<file path="src/rtl/idex_forward_stage.sv">
// idex_forward_stage: ID/EX pipeline register with bubble/hold control and
// the EX-stage forwarding selectors for ALU operands A and B.
module idex_forward_stage #(
    parameter int BITS_SIZE          = 32,
    parameter int BITS_REGS          = 5,
    parameter int BITS_CTRL          = 10,
    parameter int BITS_CORTOCIRCUITO = 3
) (
    input  logic                          i_clk,
    input  logic                          i_reset,
    input  logic                          i_step,
    input  logic                          i_flush,
    input  logic [BITS_SIZE-1:0]          i_reg1,
    input  logic [BITS_SIZE-1:0]          i_reg2,
    input  logic [BITS_SIZE-1:0]          i_imm,
    input  logic [BITS_SIZE-1:0]          i_pc4,
    input  logic [BITS_REGS-1:0]          i_rs,
    input  logic [BITS_REGS-1:0]          i_rt,
    input  logic [BITS_REGS-1:0]          i_rd,
    input  logic [BITS_CTRL-1:0]          i_ctrl,
    input  logic                          i_exmem_regwrite,
    input  logic [BITS_REGS-1:0]          i_exmem_rd,
    input  logic                          i_memwb_regwrite,
    input  logic [BITS_REGS-1:0]          i_memwb_rd,
    output logic [BITS_SIZE-1:0]          o_idex_register1,
    output logic [BITS_SIZE-1:0]          o_idex_register2,
    output logic [BITS_SIZE-1:0]          o_imm,
    output logic [BITS_SIZE-1:0]          o_pc4,
    output logic [BITS_REGS-1:0]          o_rs,
    output logic [BITS_REGS-1:0]          o_rt,
    output logic [BITS_REGS-1:0]          o_rd,
    output logic [BITS_CTRL-1:0]          o_ctrl,
    output logic                          o_valid,
    output logic [BITS_CORTOCIRCUITO-1:0] o_corto_register_A,
    output logic [BITS_CORTOCIRCUITO-1:0] o_corto_register_B
);
    localparam logic [BITS_CORTOCIRCUITO-1:0] FWD_EXMEM = BITS_CORTOCIRCUITO'(1);
    localparam logic [BITS_CORTOCIRCUITO-1:0] FWD_MEMWB = BITS_CORTOCIRCUITO'(2);
    localparam logic [BITS_CORTOCIRCUITO-1:0] FWD_NONE  = '0;

    logic [BITS_SIZE-1:0] reg1_q, reg1_d, reg2_q, reg2_d, imm_q, imm_d, pc4_q, pc4_d;
    logic [BITS_REGS-1:0] rs_q, rs_d, rt_q, rt_d, rd_q, rd_d;
    logic [BITS_CTRL-1:0] ctrl_q, ctrl_d;
    logic                 valid_q, valid_d;

    always_comb begin
        reg1_d  = i_step ? i_reg1 : reg1_q;
        reg2_d  = i_step ? i_reg2 : reg2_q;
        imm_d   = i_step ? i_imm : imm_q;
        pc4_d   = i_step ? i_pc4 : pc4_q;
        rs_d    = i_step ? (i_flush ? '0 : i_rs) : rs_q;
        rt_d    = i_step ? (i_flush ? '0 : i_rt) : rt_q;
        rd_d    = i_step ? (i_flush ? '0 : i_rd) : rd_q;
        ctrl_d  = i_step ? (i_flush ? '0 : i_ctrl) : ctrl_q;
        valid_d = i_step ? !i_flush : valid_q;
    end

    always_ff @(posedge i_clk) begin
        if (i_reset) begin
            reg1_q  <= '0;
            reg2_q  <= '0;
            imm_q   <= '0;
            pc4_q   <= '0;
            rs_q    <= '0;
            rt_q    <= '0;
            rd_q    <= '0;
            ctrl_q  <= '0;
            valid_q <= 1'b0;
        end else begin
            reg1_q  <= reg1_d;
            reg2_q  <= reg2_d;
            imm_q   <= imm_d;
            pc4_q   <= pc4_d;
            rs_q    <= rs_d;
            rt_q    <= rt_d;
            rd_q    <= rd_d;
            ctrl_q  <= ctrl_d;
            valid_q <= valid_d;
        end
    end

    // EX/MEM is checked first so the most recent producer wins; $zero never forwards.
    logic exmem_live, memwb_live;
    assign exmem_live = i_exmem_regwrite && (i_exmem_rd != '0);
    assign memwb_live = i_memwb_regwrite && (i_memwb_rd != '0);

    always_comb begin
        o_corto_register_A = (exmem_live && i_exmem_rd == rs_q) ? FWD_EXMEM :
                             (memwb_live && i_memwb_rd == rs_q) ? FWD_MEMWB : FWD_NONE;
        o_corto_register_B = (exmem_live && i_exmem_rd == rt_q) ? FWD_EXMEM :
                             (memwb_live && i_memwb_rd == rt_q) ? FWD_MEMWB : FWD_NONE;
    end

    assign o_idex_register1 = reg1_q;
    assign o_idex_register2 = reg2_q;
    assign o_imm            = imm_q;
    assign o_pc4            = pc4_q;
    assign o_rs             = rs_q;
    assign o_rt             = rt_q;
    assign o_rd             = rd_q;
    assign o_ctrl           = ctrl_q;
    assign o_valid          = valid_q;
endmodule

</file>
<file path="config.mk">
export PLATFORM = sky130hd
export DESIGN_NAME = idex_forward_stage
export DESIGN_NICKNAME = d
export VERILOG_FILES = /design/src/rtl/idex_forward_stage.sv
export SDC_FILE = /design/constraint.sdc
export NUM_CORES = 1
export LEC_CHECK = 0
export BUFFER_PORTS_ARGS = -buffer_cell sky130_fd_sc_hd__buf_2
export CORE_AREA = 4 4 126 128
export CTS_CLUSTER_SIZE = 10
export DETAILED_ROUTE_END_ITERATION = 6
export DIE_AREA = 0 0 130 132
export PLACE_DENSITY = 0.74
export SYNTH_ARGS = -nofsm -noshare
export SYNTH_HDL_FRONTEND = slang
export SYNTH_SLANG_ARGS = --single-unit
</file>
<file path="constraint.sdc">
create_clock -name i_clk -period 1.3 [get_ports i_clk]
set_clock_uncertainty 0.05 [all_clocks]
set_input_delay 0.065 -clock i_clk [delete_from_list [all_inputs] [get_ports i_clk]]
set_output_delay 0.065 -clock i_clk [all_outputs]
set_load 0.005 [all_outputs]
</file>
Yosys cells after proc, flatten, opt, wreduce, memory -nomap -nowiden
Cells that the tools add are included.
{"block": "totals", "reg_bits": 154, "in_bits": 169, "out_inout_bits": 160, "word_cells": 30}
{"block": "op_classes", "eq_ne": 4, "muxes": 8, "reduce_logical": 9}
{"cell": "$eq A5 B5 Y1", "count": 4}
{"cell": "$mux W5", "count": 3}
{"cell": "$mux W10", "count": 1}
{"cell": "$reduce_bool A5 Y1", "count": 2}
{"cell": "$mux W2", "count": 4}
{"cell": "$logic_and A1 B1 Y1", "count": 6}
{"cell": "$logic_not A1 Y1", "count": 1}

Depth between registers and ports, before layout
Gate-level depths: netlist (run 1).
{"block": "logic_depth", "word_depth": 5, "depth_mapped": 5, "mapped_depth_nobuf": 4}

Worst setup path before layout (run 1)
Ideal clock, no wire load.
{"block": "synth_timing", "path_type": "reg-to-output", "start": "register rs_q[2] (netlist: o_rs[2])", "end": "output o_corto_register_A[1]", "t_arrival_ns": 1.038, "required_ns": 1.185, "path_slack_ns": 0.147, "path_stages_with_launch": 5, "path_buffers": 0, "path_cell_list": "dfxtp_1 xnor2_1 nand3_1 nor4_1 nor3_2"}
{"block": "synth_between", "elab_chain_cells": 4, "word_cells_on_any_way": 6, "cone_classes": "eq/ne: 2; mux: 2; reduce/logical: 2"}
{"item": "from (decl)", "line_no": "42", "source": "logic [BITS_REGS-1:0] rs_q, rs_d, rt_q, rt_d, rd_q, rd_d;"}
{"item": "from (signal assigned)", "line_no": "74", "source": "rs_q <= rs_d;"}
{"item": "$eq A5 B5 Y1", "line_no": "89", "source": "(memwb_live && i_memwb_rd == rs_q) ? FWD_MEMWB : FWD_NONE;"}
{"item": "$logic_and A1 B1 Y1", "line_no": "89"}
{"item": "$mux W2", "line_no": "89"}
{"item": "$mux W2 *", "line_no": "88", "source": "o_corto_register_A = (exmem_live && i_exmem_rd == rs_q) ? FWD_EXMEM :"}
{"item": "to (decl)", "line_no": "34", "source": "output logic [BITS_CORTOCIRCUITO-1:0] o_corto_register_A,"}
Every way passes the cells marked *; elsewhere a longest branch is shown, timed or not.

Final worst setup path (run 1)
{"block": "layout_timing", "start": "register rt_q[4] (netlist: o_rt[4])", "end": "output o_corto_register_B[0]"}
{"block": "layout_between", "elab_chain_cells": 3}
{"item": "from (decl)", "line_no": "42"}
{"item": "from (signal assigned)", "line_no": "75", "source": "rt_q <= rt_d;"}
{"item": "$eq A5 B5 Y1", "line_no": "90", "source": "o_corto_register_B = (exmem_live && i_exmem_rd == rt_q) ? FWD_EXMEM :"}
{"item": "$logic_and A1 B1 Y1", "line_no": "90"}
{"item": "$mux W2", "line_no": "90"}
{"item": "to (decl)", "line_no": "35", "source": "output logic [BITS_CORTOCIRCUITO-1:0] o_corto_register_B"}
No other way between the ends.

==> summary.md, run 1 <==
| Metric | Value |
|---|---|
| Status | finished, violations left |
| Failing checks | negative setup slack |
| Core box area | 0.01486 mm2 |
| Mean number of vias per cell | 4.776 |
| Yosys top cell area share | 54.11% |
| Final setup margin | -337.3 ps |
| Clk slew on worst S/H paths | 60 ps |
| Register area share after synthesis | 54.11% |
| Fmax achieved | 610.7 MHz |
| Reg2Reg Depth | 3 |
| Post-Syn Area | 0.005698 mm2 |
| First-pass GRT wire length | 31.46 mm |
| Nets@finish | 1232 |
| RSZ-0062 raised after global routing | true |
| Maximum vdd ir drop | 764.0 uV |
| Slew Limit Fails | 0 |
| Crit end category | output pin |
| Post-synthesis mux area share | 22.49% |
| Critical Path AT | 1520 ps |
| Critical path type | register to output pin |
| Number of synthesized register bits | 154 |
| Fin util | 67.95% |
| Global route total overflow | 0 |
| Period utilisation layout | 125.9% |
| Final WL | 21.23 mm |
| Cts bufs inserted | 17 |
| Yosys warning total | 0 |
| Initial Utilization | 38.33% |
| Simple-Gate Fraction of Synth Area | 14.43% |
| Fill cells | 1017 |
| Post-synthesis cell count | 562 |
| DIE AREA | 0.01716 mm2 |
| Crit-path max FO | 4 |
| Setup TNS | -1247 ps |
| Leak pwr | 5.184 nW |
| DP HPWL | 12.21 mm |
| Clk sinks | 154 |
| Final Hold Viols | 0 |
| CTS tree | built |
| Die Span Y | 132 um |
| Antenna violations before repair | 0 |
| Dpl cell area | 0.007649 mm2 |
| Critical Path RT | 1190 ps |
| Number of global-route vias before repair | 6284 |
| Complex-gate fraction of the synthesized area | 2.569% |
| DRC | 0 |
| Final setup viols | 5 |
| Starting DRT DRC Count | 210 |
| Setup crit start kind | register |
| Largest net degree at the start of global routing | 54 |
| Worst-Skew Late Latency | 420 ps |
| DR WL/cell | 16.80 um |
| Final Instance Area | 0.01010 mm2 |
| XOR/XNOR share of the synthesized area | 3.074% |
| Post-synthesis adder-cell area fraction | 0% |
| Worst Hold Class | input port to register |
| Worst hold stages | 3 |
| Max Root-Sink Buffers | 2 |
| Cell accounting for the most synthesized area | dfxtp_1 |
| R2r setup slk | 0 ps |
| Mapped Avg Cell Area | 10.14 um2 |
| Pwr/cell area | 1188 mW/mm2 |
| Max_cap viols | 0 |
| IO Count | 329 |
| Top area cells in the synthesized netlist | dfxtp_1 (54%), mux2i_1 (22%), nor2_1 (10%) |
| First drt pass iteration count | 4 |
| Die W | 130 um |
| Rows | 45 |
| Layout Area Growth over Synthesis | 77.27% |
| Period minus WS final | 1637 ps |
| Port Buffers | 326 |
| Root Driver | clkbuf_16 |
| Largest family of logic cells by synthesized area | multiplexers |
| Final Wtd Congestion | 0.8820 |
| DR vias | 6037 |
| Clock H-tree levels | 4 |
| DRT antenna net count | 0 |
| Netlist cell types | 22 |
| Share of cells above drive strength 1 | 37.67% |
| Overall routing resource usage | 23.20% |
-- per-layer routing --
metal | GRT usage [%] | vias up | share of wire, %
met5 | 0 | - | 0
li1 | - | 2857 | -
met1 | 23.33 | 2836 | 36
met4 | 10.57 | 0 | 4.1
met2 | 42.78 | 286 | 53
met3 | 7.374 | 58 | 7.8
-- power breakdown --
group,internal [W],switching [W]
logic,0.00107,0.000809
registers,0.00498,0.000148
clock network,0.00304,0.00194
-- cell usage in the layout (no fill, tap or decap), drive strengths merged, types with 2 or more instances in the layout --
cell type    instances
bufinv               2
xnor2               10
clkinv               2
xor2                10
nor3                 4
mux2i              128
buf                351
clkbuf              23
nor4                 2
dlygate4sd3        169
or4                  2
nor2b               25
dfxtp              154
a21oi               25
nor2               153
o21ai                2
nand3                4
conb                 2
inv                  3
-- critical path, stage by stage (launching register included) --
cell and delay, ps:
dfxtp_4 360, xnor2_2 170, nand3_2 120, nor4_4 270
buf_2 190
-- state kept, by name, summed over array words and instances, names as in the netlist --
name	cells
o_ctrl	10
o_valid	1
o_rd	5
o_pc4	32
o_rt	5
o_idex_register1	32
o_idex_register2	32
o_imm	32
o_rs	5
-- synth_stat cells (all sizes together) --
library cell and number:
a211oi 1, buf 21, conb 1, o21ai 2, xor2 10, nor2b 25, nor2 153, nand3 4
nand3b 1, dfxtp 154, or4 2, a21oi 25, nand2b 1, clkbuf 18, xnor2 10, nor4 2
nor3 4, mux2i 128
-- path summary, 6_finish.rpt --
path / startpoint / to
max: o_rt[4] / o_corto_register_B[0]
min: i_reset / o_ctrl[4]
max reg2reg: o_idex_register1[16] / o_idex_register1[16]
min reg2reg: o_ctrl[8] / o_ctrl[8]
-- layout make-up --
type / count / area (um2) / share of cell area, %
Antenna cell: 1 / 2.502 / 0.02477
Clock buffer: 23 / 488.0 / 4.831
Clock inverter: 8 / 107.6 / 1.065
Multi-Input combinational cell: 370 / 2542 / 25.17
Sequential cell: 154 / 3105 / 30.74
Tap cell: 188 / 235.2 / 2.329
Timing Repair Buffer: 520 / 3620 / 35.84
-- per-stage QoR --
step	total power (W)	instances	worst slack, ps	hold WS [ps]
6_report	0.01200	1264	-337.3	106.7
5_1_grt	0.01248	1263	-426.7	90.53
4_1_cts	0.01194	1262	-345.9	84.80
3_5_place_dp	0.006575	1059	-94.68	252.0
3_3_place_gp	0.006546	1059	-68.52	245.3
2_1_floorplan	0.005858	563	147.2	114.0
-- what timing repair did --
item,in CTS,in global routing
gates resized for setup,11,18
hold endpoints to repair,154,0
buffers inserted,3,1
pin swaps,6,16
endpoints found under the setup margin,4,5
hold buffers,169,0
-- logic make-up after synthesis --
group,Yosys count
flops,154
xor+xnor,20
simple gates,192
other cells,1
mux,128
buf+inv,39
compound gates,28
Note: power is estimated with default switching activity, not from simulation.
==> run 2: changes to the inputs <==
--- a/config.mk
+++ b/config.mk
@@ -6,11 +6,14 @@
 export NUM_CORES = 1
 export LEC_CHECK = 0
 export BUFFER_PORTS_ARGS = -buffer_cell sky130_fd_sc_hd__buf_2
-export CORE_AREA = 4 4 126 128
+export CELL_PAD_IN_SITES_DETAIL_PLACEMENT = 2
+export CELL_PAD_IN_SITES_GLOBAL_PLACEMENT = 2
+export CORE_MARGIN = 4
+export CORE_UTILIZATION = 24
 export CTS_CLUSTER_SIZE = 10
 export DETAILED_ROUTE_END_ITERATION = 6
-export DIE_AREA = 0 0 130 132
-export PLACE_DENSITY = 0.74
+export PLACE_DENSITY = 0.87
+export REMOVE_ABC_BUFFERS = 1
 export SYNTH_ARGS = -nofsm -noshare
 export SYNTH_HDL_FRONTEND = slang
 export SYNTH_SLANG_ARGS = --single-unit
==> run 2 against run 1 <==
  * The run still ends with negative setup slack left
  * Register-to-register slack better by 310 ps
  * Core utilization is 25 points lower
  * Cell count is 9.2% higher
  * Power is 2.8% lower
  * Final area is 1.3% lower
  * Sequential share of layout area is 0.30 points higher
  * Clock power is 8.0% lower
  * Count of clock-buffer cells in the layout is 4 lower
  * Combinational power hardly changed
  * Sequential power hardly changed
  * Global-route usage is 2.2 points lower
==> summary.md, run 2 (synthesis results as in run 1) <==
| Metric | Value |
|---|---|
| Setup crit start kind | register |
| DR top layer | met4 |
| Critical Path AT | 1650 ps |
| Period minus WS final | 1760 ps |
| Nets@finish | 1216 |
| Combinational group share of total power | 16.4% |
| Max_cap viols | 0 |
| Starting DRT DRC Count | 235 |
| CP bufs+invs | 2 |
| Maximum vdd ir drop | 658.2 uV |
| Worst R2R Start | o_rt[3] |
| Failing checks | negative setup slack |
| Final setup margin | -460.1 ps |
| Slew Limit Fails | 0 |
| R2r setup slk | 310 ps |
| Max-slew headroom | 24.61% |
| CP Cell Sequence | buf_6 > xor2_1 > nor3_2 > nand3_1 > nor3_2 > buf_2 |
| Commonest non-fill, non-tap cell in the layout | buf_2 |
| DR vias | 6115 |
| Metal2 WL | 16.21 mm |
| Worst-Skew Late Latency | 410 ps |
| Met3 wire len | 1.608 mm |
| Commonest cells after routing, fill and taps aside | buf_2 (324), dlygate4sd3_1 (155), nor2_1 (153) |
| RSZ-0062 raised after global routing | true |
| Core box area | 0.02340 mm2 |
| Final Wtd Congestion | 0.7504 |
| Min-Delay Startpoint | i_step |
| DP HPWL | 16.80 mm |
| CP max stage cell | dfxtp_2 |
| Clock group share of total power | 39.4% |
| Final Hold Viols | 0 |
| Critical path type | register to output pin |
| Leak pwr | 5.025 nW |
| Clk slew on worst S/H paths | 70 ps |
| Crit-path max FO | 3 |
| Max Root-Sink Buffers | 2 |
| Root Driver | clkbuf_16 |
| DRC | 0 |
| Worst Max-Slew Pin Slew | 1126 ps |
| Status | finished, violations left |
| First-pass GRT wire length | 42.74 mm |
| Worst R2R End | o_rt[3] |
| Most used cell, CP | nor3_2 |
| Rows | 56 |
| Period utilisation layout | 135.4% |
| Fill cells | 2548 |
| Layout Area Growth over Synthesis | 74.90% |
| Global route total overflow | 0 |
| DRT antenna net count | 0 |
| Share of cells above drive strength 1 | 37.77% |
| DR WL/cell | 20.68 um |
| Port Buffers | 326 |
| Largest net degree at the start of global routing | 71 |
| Met1 WL | 9.729 mm |
| IO Count | 329 |
| Endpoint, Worst Hold | o_pc4[14] |
| Psw | 0.003190 W |
| Die W | 162.1 um |
| Critical Path RT | 1190 ps |
| Reg2Reg Depth | 3 |
| Final WL | 28.54 mm |
| Pwr/cell area | 1170 mW/mm2 |
| DIE AREA | 0.02627 mm2 |
| Slowest stage delay, CP | 340 ps |
| Reg power frac | 44.2% |
| Die Span Y | 162.1 um |
| Final setup viols | 4 |
| Mean number of vias per cell | 4.431 |
| Worst path top cell family by delay | simple AND/OR/NAND/NOR gates |
| First drt pass iteration count | 6 |
| Place WS | -213.0 ps |
| Clock H-tree levels | 4 |
| Fmax achieved | 568.2 MHz |
| Clk sinks | 154 |
| Critical Path Start | o_rs[3] |
| Internal | 0.008469 W |
| Number of global-route vias before repair | 7255 |
| Overall routing resource usage | 21.05% |
| Initial Utilization | 24.35% |
| Worst Hold Class | input port to register |
| Worst hold stages | 4 |
| Antenna violations before repair | 2 |
| Crit end category | output pin |
| Sw Share | 27.36% |
| CTS tree | built |
| Cts bufs inserted | 17 |
| Setup TNS | -1532 ps |
==> run 2: cell count changes in the layout (fill, tap and decap cells not counted), sizes merged <==
| cell | delta |
|---|---|
| clkbuf | -3 |
| diode | +1 |
| buf | -3 |
| dlygate4sd3 | -14 |
| clkinvlp | +5 |
| bufinv | -2 |
| inv | +1 |
==> run 2: worst max-delay path by stage <==
stage,endpoint,slack [ps],cells after the start
final,o_corto_register_A[1],-460,6
after global routing,o_corto_register_B[1],-540,6
after CTS,o_corto_register_A[1],-390,6
after detailed placement,o_rd[0],-210,4
after global placement,o_rs[0],-140,4
after floorplan,o_ctrl[0],60,3
==> run 2: final cells by class <==
| cell class | instances | area [um2] | area share [%] |
|---|---|---|---|
| tap | 319 | 399.1 | 4.005 |
| antenna | 2 | 5.005 | 0.05022 |
| sequential | 154 | 3094 | 31.05 |
| clock inverter | 12 | 93.84 | 0.9416 |
| clock buffer | 19 | 432.9 | 4.344 |
| timing repair buffer | 504 | 3428 | 34.40 |
| multi-input combinational | 370 | 2512 | 25.21 |
==> run 2: power by group through the flow <==
stage	logic [W]	clock network [W]	registers, W
3_5_place_dp	0.00142	0	0.00523
4_1_cts	0.00181	0.00473	0.00513
2_1_floorplan	0.000442	0	0.00525
5_1_grt	0.00206	0.00500	0.00519
6_report	0.00191	0.00459	0.00516
3_3_place_gp	0.00135	0	0.00521
==> run 2: per-layer routing <==
metal | vias to the layer above | global-route usage [%]
met5 | - | 0
met4 | 0 | 8.266
li1 | 2829 | -
met3 | 66 | 5.811
met2 | 251 | 42.43
met1 | 2969 | 19.80
==> run 2: through the flow <==
stage | hold slack (ps) | power (W) | util [%] | instance area, um2 | instances
floorplan | 84.07 | 0.005689 | - | 5515 | 524
global placement | 239.3 | 0.006557 | 33.25 | 7782 | 1192
detailed placement | 257.7 | 0.006650 | 33.25 | 7782 | 1192
CTS | 51.41 | 0.01167 | 42.27 | 9892 | 1378
global route | 80.74 | 0.01224 | 42.58 | 9966 | 1380
finish | 82.09 | 0.01166 | 42.58 | 9966 | 1380
==> run 2: timing repair <==
action                                  CTS  global route
endpoints found under the hold margin   154             0
endpoints found under the setup margin    4             4
resized for setup                        11            12
hold buffers                            155             0
pin swaps                                 2             2
buffers inserted                          0             0
==> run 2: tightest hold or removal path, cell delays in order <==
cell      delay (ps)
clkbuf_8         100
buf_4            170
mux2i_1          100
nor2_1            80
